$ cat config.mk
export PLATFORM = sky130hd
export DESIGN_NAME = oam_dma_arbiter
export DESIGN_NICKNAME = d
export VERILOG_FILES = /design/src/rtl/oam_dma_arbiter.sv
export SDC_FILE = /design/constraint.sdc
export NUM_CORES = 1
export LEC_CHECK = 0
export ABC_AREA = 1
export CAP_MARGIN = 30
export CORE_UTILIZATION = 40
export CTS_CLUSTER_SIZE = 10
export DETAILED_ROUTE_END_ITERATION = 6
export PLACE_DENSITY = 0.89
export RECOVER_POWER = 25
export SYNTH_ARGS = -nofsm -noshare
export SYNTH_HDL_FRONTEND = slang
export SYNTH_SLANG_ARGS = --single-unit
$ cat constraint.sdc
create_clock -name clk -period 1.7 [get_ports clk]
set_input_delay 0.34 -clock clk [delete_from_list [all_inputs] [get_ports clk]]
set_output_delay 0.34 -clock clk [all_outputs]
set_load 0.03 [all_outputs]
$ cat src/rtl/oam_dma_arbiter.sv
// Sprite DMA bus arbiter: a CPU write to DMA_REG_ADDR stalls the CPU and copies
// one 256-byte page to OAM_DATA_ADDR as alternating read/write cycles.
module oam_dma_arbiter #(
  parameter logic [15:0] DMA_REG_ADDR  = 16'h4014,
  parameter logic [15:0] OAM_DATA_ADDR = 16'h2004
) (
  input  logic        clk,
  input  logic        rst,
  input  logic [15:0] cpu_mem_addr,
  input  logic [7:0]  cpu_data_out,
  input  logic        cpu_write_en,
  input  logic        cpu_read_en,
  output logic [7:0]  cpu_data_in,
  output logic        cpu_rdy,
  output logic [15:0] mem_addr,
  output logic [7:0]  mem_data_wr,
  output logic        mem_write_en,
  input  logic [7:0]  mem_data_rd,
  output logic        dma_busy,
  output logic        dma_done
);

  typedef enum logic [2:0] {StIdle, StHalt, StAlign, StRead, StWrite} state_e;

  state_e     state_q, state_d;
  logic [7:0] page_q, page_d;
  logic [7:0] idx_q, idx_d;
  logic       parity_q;

  // Reads are not arbitrated; the RAM returns data for any presented address.
  logic unused_read_en;
  assign unused_read_en = cpu_read_en;

  assign cpu_data_in = mem_data_rd;

  always_ff @(posedge clk) begin
    if (rst) begin
      state_q  <= StIdle;
      page_q   <= 8'h00;
      idx_q    <= 8'h00;
      parity_q <= 1'b0;
    end else begin
      state_q  <= state_d;
      page_q   <= page_d;
      idx_q    <= idx_d;
      parity_q <= ~parity_q;
    end
  end

  always_comb begin
    state_d      = state_q;
    page_d       = page_q;
    idx_d        = idx_q;
    mem_addr     = 16'h0000;
    mem_data_wr  = 8'h00;
    mem_write_en = 1'b0;
    cpu_rdy      = 1'b0;
    dma_busy     = 1'b1;
    dma_done     = 1'b0;

    unique case (state_q)
      StIdle: begin
        mem_addr     = cpu_mem_addr;
        mem_data_wr  = cpu_data_out;
        mem_write_en = cpu_write_en;
        cpu_rdy      = 1'b1;
        dma_busy     = 1'b0;
        if (cpu_write_en && (cpu_mem_addr == DMA_REG_ADDR)) begin
          page_d  = cpu_data_out;
          idx_d   = 8'h00;
          state_d = StHalt;
        end
      end
      StHalt: begin
        mem_addr = {page_q, 8'h00};
        // Reads must land on even-parity cycles; insert ALIGN otherwise.
        state_d  = parity_q ? StRead : StAlign;
      end
      StAlign: begin
        mem_addr = {page_q, 8'h00};
        state_d  = StRead;
      end
      StRead: begin
        mem_addr = {page_q, idx_q};
        state_d  = StWrite;
      end
      StWrite: begin
        mem_addr     = OAM_DATA_ADDR;
        mem_data_wr  = mem_data_rd;
        mem_write_en = 1'b1;
        if (idx_q == 8'hFF) begin
          dma_done = 1'b1;
          state_d  = StIdle;
        end else begin
          idx_d   = idx_q + 8'd1;
          state_d = StRead;
        end
      end
      default: state_d = StIdle;
    endcase
  end

endmodule

Yosys cells after proc, flatten, opt, wreduce, memory -nomap -nowiden
Index checks and enable logic that the tools add are counted.

Add/sub/neg operators: 1. Equality and inequality tests: 8. Mux-type cells: 14. Bitwise operators: 1. Reductions and logical operators: 6.

Operator list (number): case mux 16 bit (4 select lines) (1); case mux 8 bit (2 select lines) (2); equality test 16 x 15 -> 1 bit, second input constant (1); two-way mux 8 bit (2); case mux 3 bit (5 select lines) (1); adder 8 x 1 -> 8 bit, second input constant (1); equality test 8 bit, second input constant (1); equality test 3 x 2 -> 1 bit, second input constant (2); two-way mux 1 bit (5); inequality test 2 bit, second input constant (2); equality test 3 x 1 -> 1 bit, second input constant (1); equality test 3 bit, second input constant (1); logical NOT 3 bit (1); two-way mux 3 bit (1); AND reduction 3 bit (1); two-way mux 2 bit (1); case mux 1 bit (2 select lines) (1); AND reduction 2 bit (1); nonzero test 2 bit (1); OR reduction 2 bit (1); logical AND 1 bit (1); NOT 1 bit (1).

Register bits: 20. Input port bits: 36. Output and inout bits: 36. Logic and storage cells: 34.

Depth between registers and ports, before layout
Depth in word-level cells: 4. Mapped depth: 10. Depth with buffers taken out: 10.

Worst setup path after synthesis
OpenSTA, ideal clock, no wires.

Path type: flip-flop to output port. Start point: register state_q[0]. End point: output port mem_addr[13]. Data arrival time: 1438 ps. Data required time: 1360 ps. Setup slack: -78 ps. Cell stages (with the launch flop): 7. Buffers on the path: 2. Cells stage by stage: dfxtp_1 nor2_4 inv_2 nor2_4 buf_6 buf_4 a21oi_1.

Longest elaborated chain between the ends: 3. Elaborated cells on any way between the ends: 7. Classes of those cells: 4 x eq/ne; 1 x mux; 2 x reduce/logical.

Ends and longest elaborated chain: start, declared (line 25) `state_e state_q, state_d;`; start signal, assigned (line 38) `state_q <= StIdle;`; start signal, assigned (line 43) `state_q <= state_d;`; equality test 3 x 2 -> 1 bit or equality test 3 x 1 -> 1 bit (tied branches) (line 61) `unique case (state_q)`; OR reduction 2 bit (no line); case mux 16 bit (4 select lines) * (line 61); end, declared (line 15) `output logic [15:0] mem_addr,`.

Every way passes the cells marked *; elsewhere a longest branch is shown, timed or not.

Worst setup path in the final report
Start point: register state_q[0]. End point: output port mem_addr[3].

Same word-level chain as after synthesis.

==> flow_summary_export.csv <==
group,metric,value,unit
status,status,"finished with violations",
status,failed_checks,"setup timing",
drt,dr.pass1.iters,5,
synth,yosys.area.top_type,"dfxtp_1",
synth,syn_nets,255,
pwr,combPwrFrac,60.6,%
pwr,swShare,44.7,%
critical_path,r2r_cells,11,
finish,antennaDiodeCount,0,
global_routing,grt_max_degree,17,
cts,clock-sinks,20,
synth,synth_top_cell_area_share,28.1,%
finish,post-route-util,76.0,%
finish,syn_to_final_growth,79.6,%
critical_path,critPathCaptureType,"primary output",
floorplanning,die_x,61.7,um
drt,viasPerCell,5.71,
critical_path,cp_num_buf_inv,3,
cts,path_clk_slew,0.13,ns
synth,yosysMostFrequentCell,"nand2_1",
drt,first_iter_violations,211,
pwr,pwr-share-seq,24.3,%
global_routing,grt_use_total,31.8,%
sta,skew,0.00785,ns
synth,syn_avg_cell_area,6.53,um2
hold_path,hold_class,"reg2reg",
sta,hold_violations,0,
finish,drive_above_1_share,38.6,%
hold_path,min_path_cells,1,
sta,setup_ws,-0.225,ns
drt,totalWireLength,6430,um
cts,clk-insertion-delay-late,0.35,ns
critical_path,worstPathCellList,"nor2_4 -> inv_2 -> nor2_4 -> buf_8 -> nand2_1 -> o21ai_2 -> buf_6",
sta,fmax,519,MHz
pwr,clkPwrFrac,15.1,%
cts,cts_tree,"built",
synth,synth_cell_types,28,
pwr,switchingPower,958,uW
critical_path,crit_top_cell,"nor2_4",
cts,cts_root_buffer,"clkbuf_4",
pwr,leakagePower,1.17,nW
global_routing,grt_pass1_wl,8580,um
cts,clockBufferDepth,2,
critical_path,critPathKind,"reg2out",
floorplanning,std_cell_rows,21,
synth,synth_cells,218,
sta,fin_crit_sh,113,%
synth,async_flop_share,0,%
placement,dp_hpwl,3280,um
floorplanning,die_h,61.7,um
critical_path,critical_path.max_fanout,10,
global_routing,first_global_vias,1846,
pwr,p_int,1.18,mW
sta,rsz0062_at_grt,"yes",
floorplanning,dieArea,3800,um2
synth,synth_edf_count,0,
pwr,p_per_area,838,nW/um2
synth,ys_top_cells_by_area,"dfxtp_1 28%, nand2_1 9.0%, nor2_1 8.7%, inv_1 7.9%, nand3_1 5.6%",
placement,routabilityCongestion,0.929,
critical_path,path_depth,7,
cts,cts_max_level,1,
critical_path,cp_slowest_cell,"dfxtp_4",
sta,relSlewSlack,45.1,%
critical_path,slowest_delay,0.39,ns
placement,numPortBuffers,70,
pwr,peakVddDrop,508,uV
run,drv_cap,0,
synth,synth-seq-area-share,28.1,%
sta,worstMarginPinSlew,0.823,ns
synth,yosysWarningCount,0,
critical_path,startpoint_type,"flip-flop",
critical_path,critPathTopFamily,"flip-flops",
floorplanning,initial_core_util,42.3,%
finish,num-fill-cells,225,
sta,report.final.slew_viol_count,0,
global_routing,antenna_found_initial,0,
critical_path,arrival,1.59,ns
synth,synth_commonest_cells,"34 x nand2_1, 33 x nor2_1, 30 x inv_1",
floorplanning,coreArea,3360,um2
drt,ant_nets,0,
drt,wl_per_cell,18.0,um
finish,nNetsFinal,349,
cts,cts_buffers,3,
global_routing,grt-ovfl-total,0,
synth,synth.cell_area,1420,um2
floorplanning,top_level_ports,72,
sta,setup_viol,31,
drt,via_count,2038,
synth,ys_ff_latch,20,
pwr,total_power,2.14,mW
sta,fin_crit,1.93,ns
synth,synth_flop_cell,"dfxtp_1",
critical_path,cp.required,1.36,ns
drt,drc,0,
-- power by group through the flow --
stage | clock [mW] | combinational (mW) | sequential, mW
after CTS | 0.305 | 1.27 | 0.516
after floorplan | 0 | 0.640 | 0.521
after global placement | 0 | 1.01 | 0.522
final | 0.324 | 1.30 | 0.520
after global routing | 0.328 | 1.36 | 0.522
after detailed placement | 0 | 1.03 | 0.523
-- per-stage QoR --
step	instances	hold WS, ns	cell area [um2]	TNS, ns	setup slack, ns
6_report	357	0.426	2560	-4.33	-0.225
5_1_grt	357	0.450	2560	-7.91	-0.277
3_3_place_gp	335	0.400	2130	-0.331	-0.0403
4_1_cts	352	0.429	2500	-1.92	-0.111
2_1_floorplan	218	0.393	1440	-0.111	-0.0466
3_5_place_dp	335	0.412	2130	-0.676	-0.0823
-- final cells by class --
cell class / instances / area (um2) / area share, %
Sequential cell: 20 / 412 / 16.1
Multi-Input combinational cell: 149 / 962 / 37.6
Clock buffer: 4 / 36.3 / 1.42
Tap cell: 46 / 57.6 / 2.25
Inverter: 33 / 135 / 5.28
Timing Repair Buffer: 105 / 955 / 37.3
-- cell families after synthesis --
| logic type | Yosys count | share of synthesized area (%) |
|---|---|---|
| adder cells (fa/ha/maj) | 1 | 0.879 |
| AO/OA/AOI/OAI | 48 | 20.5 |
| buffers and inverters | 49 | 16.5 |
| XOR/XNOR | 2 | 1.23 |
| flip-flops | 20 | 28.1 |
| AND/OR/NAND/NOR | 98 | 32.8 |
-- per-layer routing --
metal  vias to the layer above  part of all wire [%]  global-route usage, %
li1                        888                     -                      -
met1                       942                    36                   35.9
met2                       155                    50                   56.4
met3                        53                   8.4                   5.04
met4                         0                   6.1                   18.4
met5                         -                     0                      0
-- path summary, 6_finish.rpt --
check,startpoint,end,slack (ns)
worst max-delay path,state_q[0],mem_addr[3],-0.23
worst min-delay path,parity_q,parity_q,0.43
worst max register to register,state_q[0],page_q[3],-0.06
worst min register to register,parity_q,parity_q,0.43
-- repair_timing --
item | CTS | global route
gates resized for setup | 57 | 21
setup endpoints to repair | 27 | 31
buffers inserted | 12 | 7
hold buffers | 0 | 0
pin swaps | 9 | 3
gates cloned | 1 | 0
-- placed cells by master (no fill, tap or decap), types with 3 or more instances in the layout --
master,n
nand3_1,15
dfxtp_1,13
buf_4,44
nand2_1,30
a22o_1,9
dfxtp_2,6
nand2_4,4
nand2_2,5
clkbuf_1,4
nor2_2,3
o21ai_1,9
inv_1,28
clkbuf_4,3
buf_6,19
nor2_1,32
a21oi_1,8
o21ai_2,5
nor2_4,4
a21oi_2,3
a211oi_2,3
clkdlybuf4s50_1,33
-- flip-flops by register name (all words and copies together), names as in the netlist --
name,cells
idx_q,8
page_q,8
parity_q,1
state_q,3
Note: power is estimated with default switching activity, not from simulation.
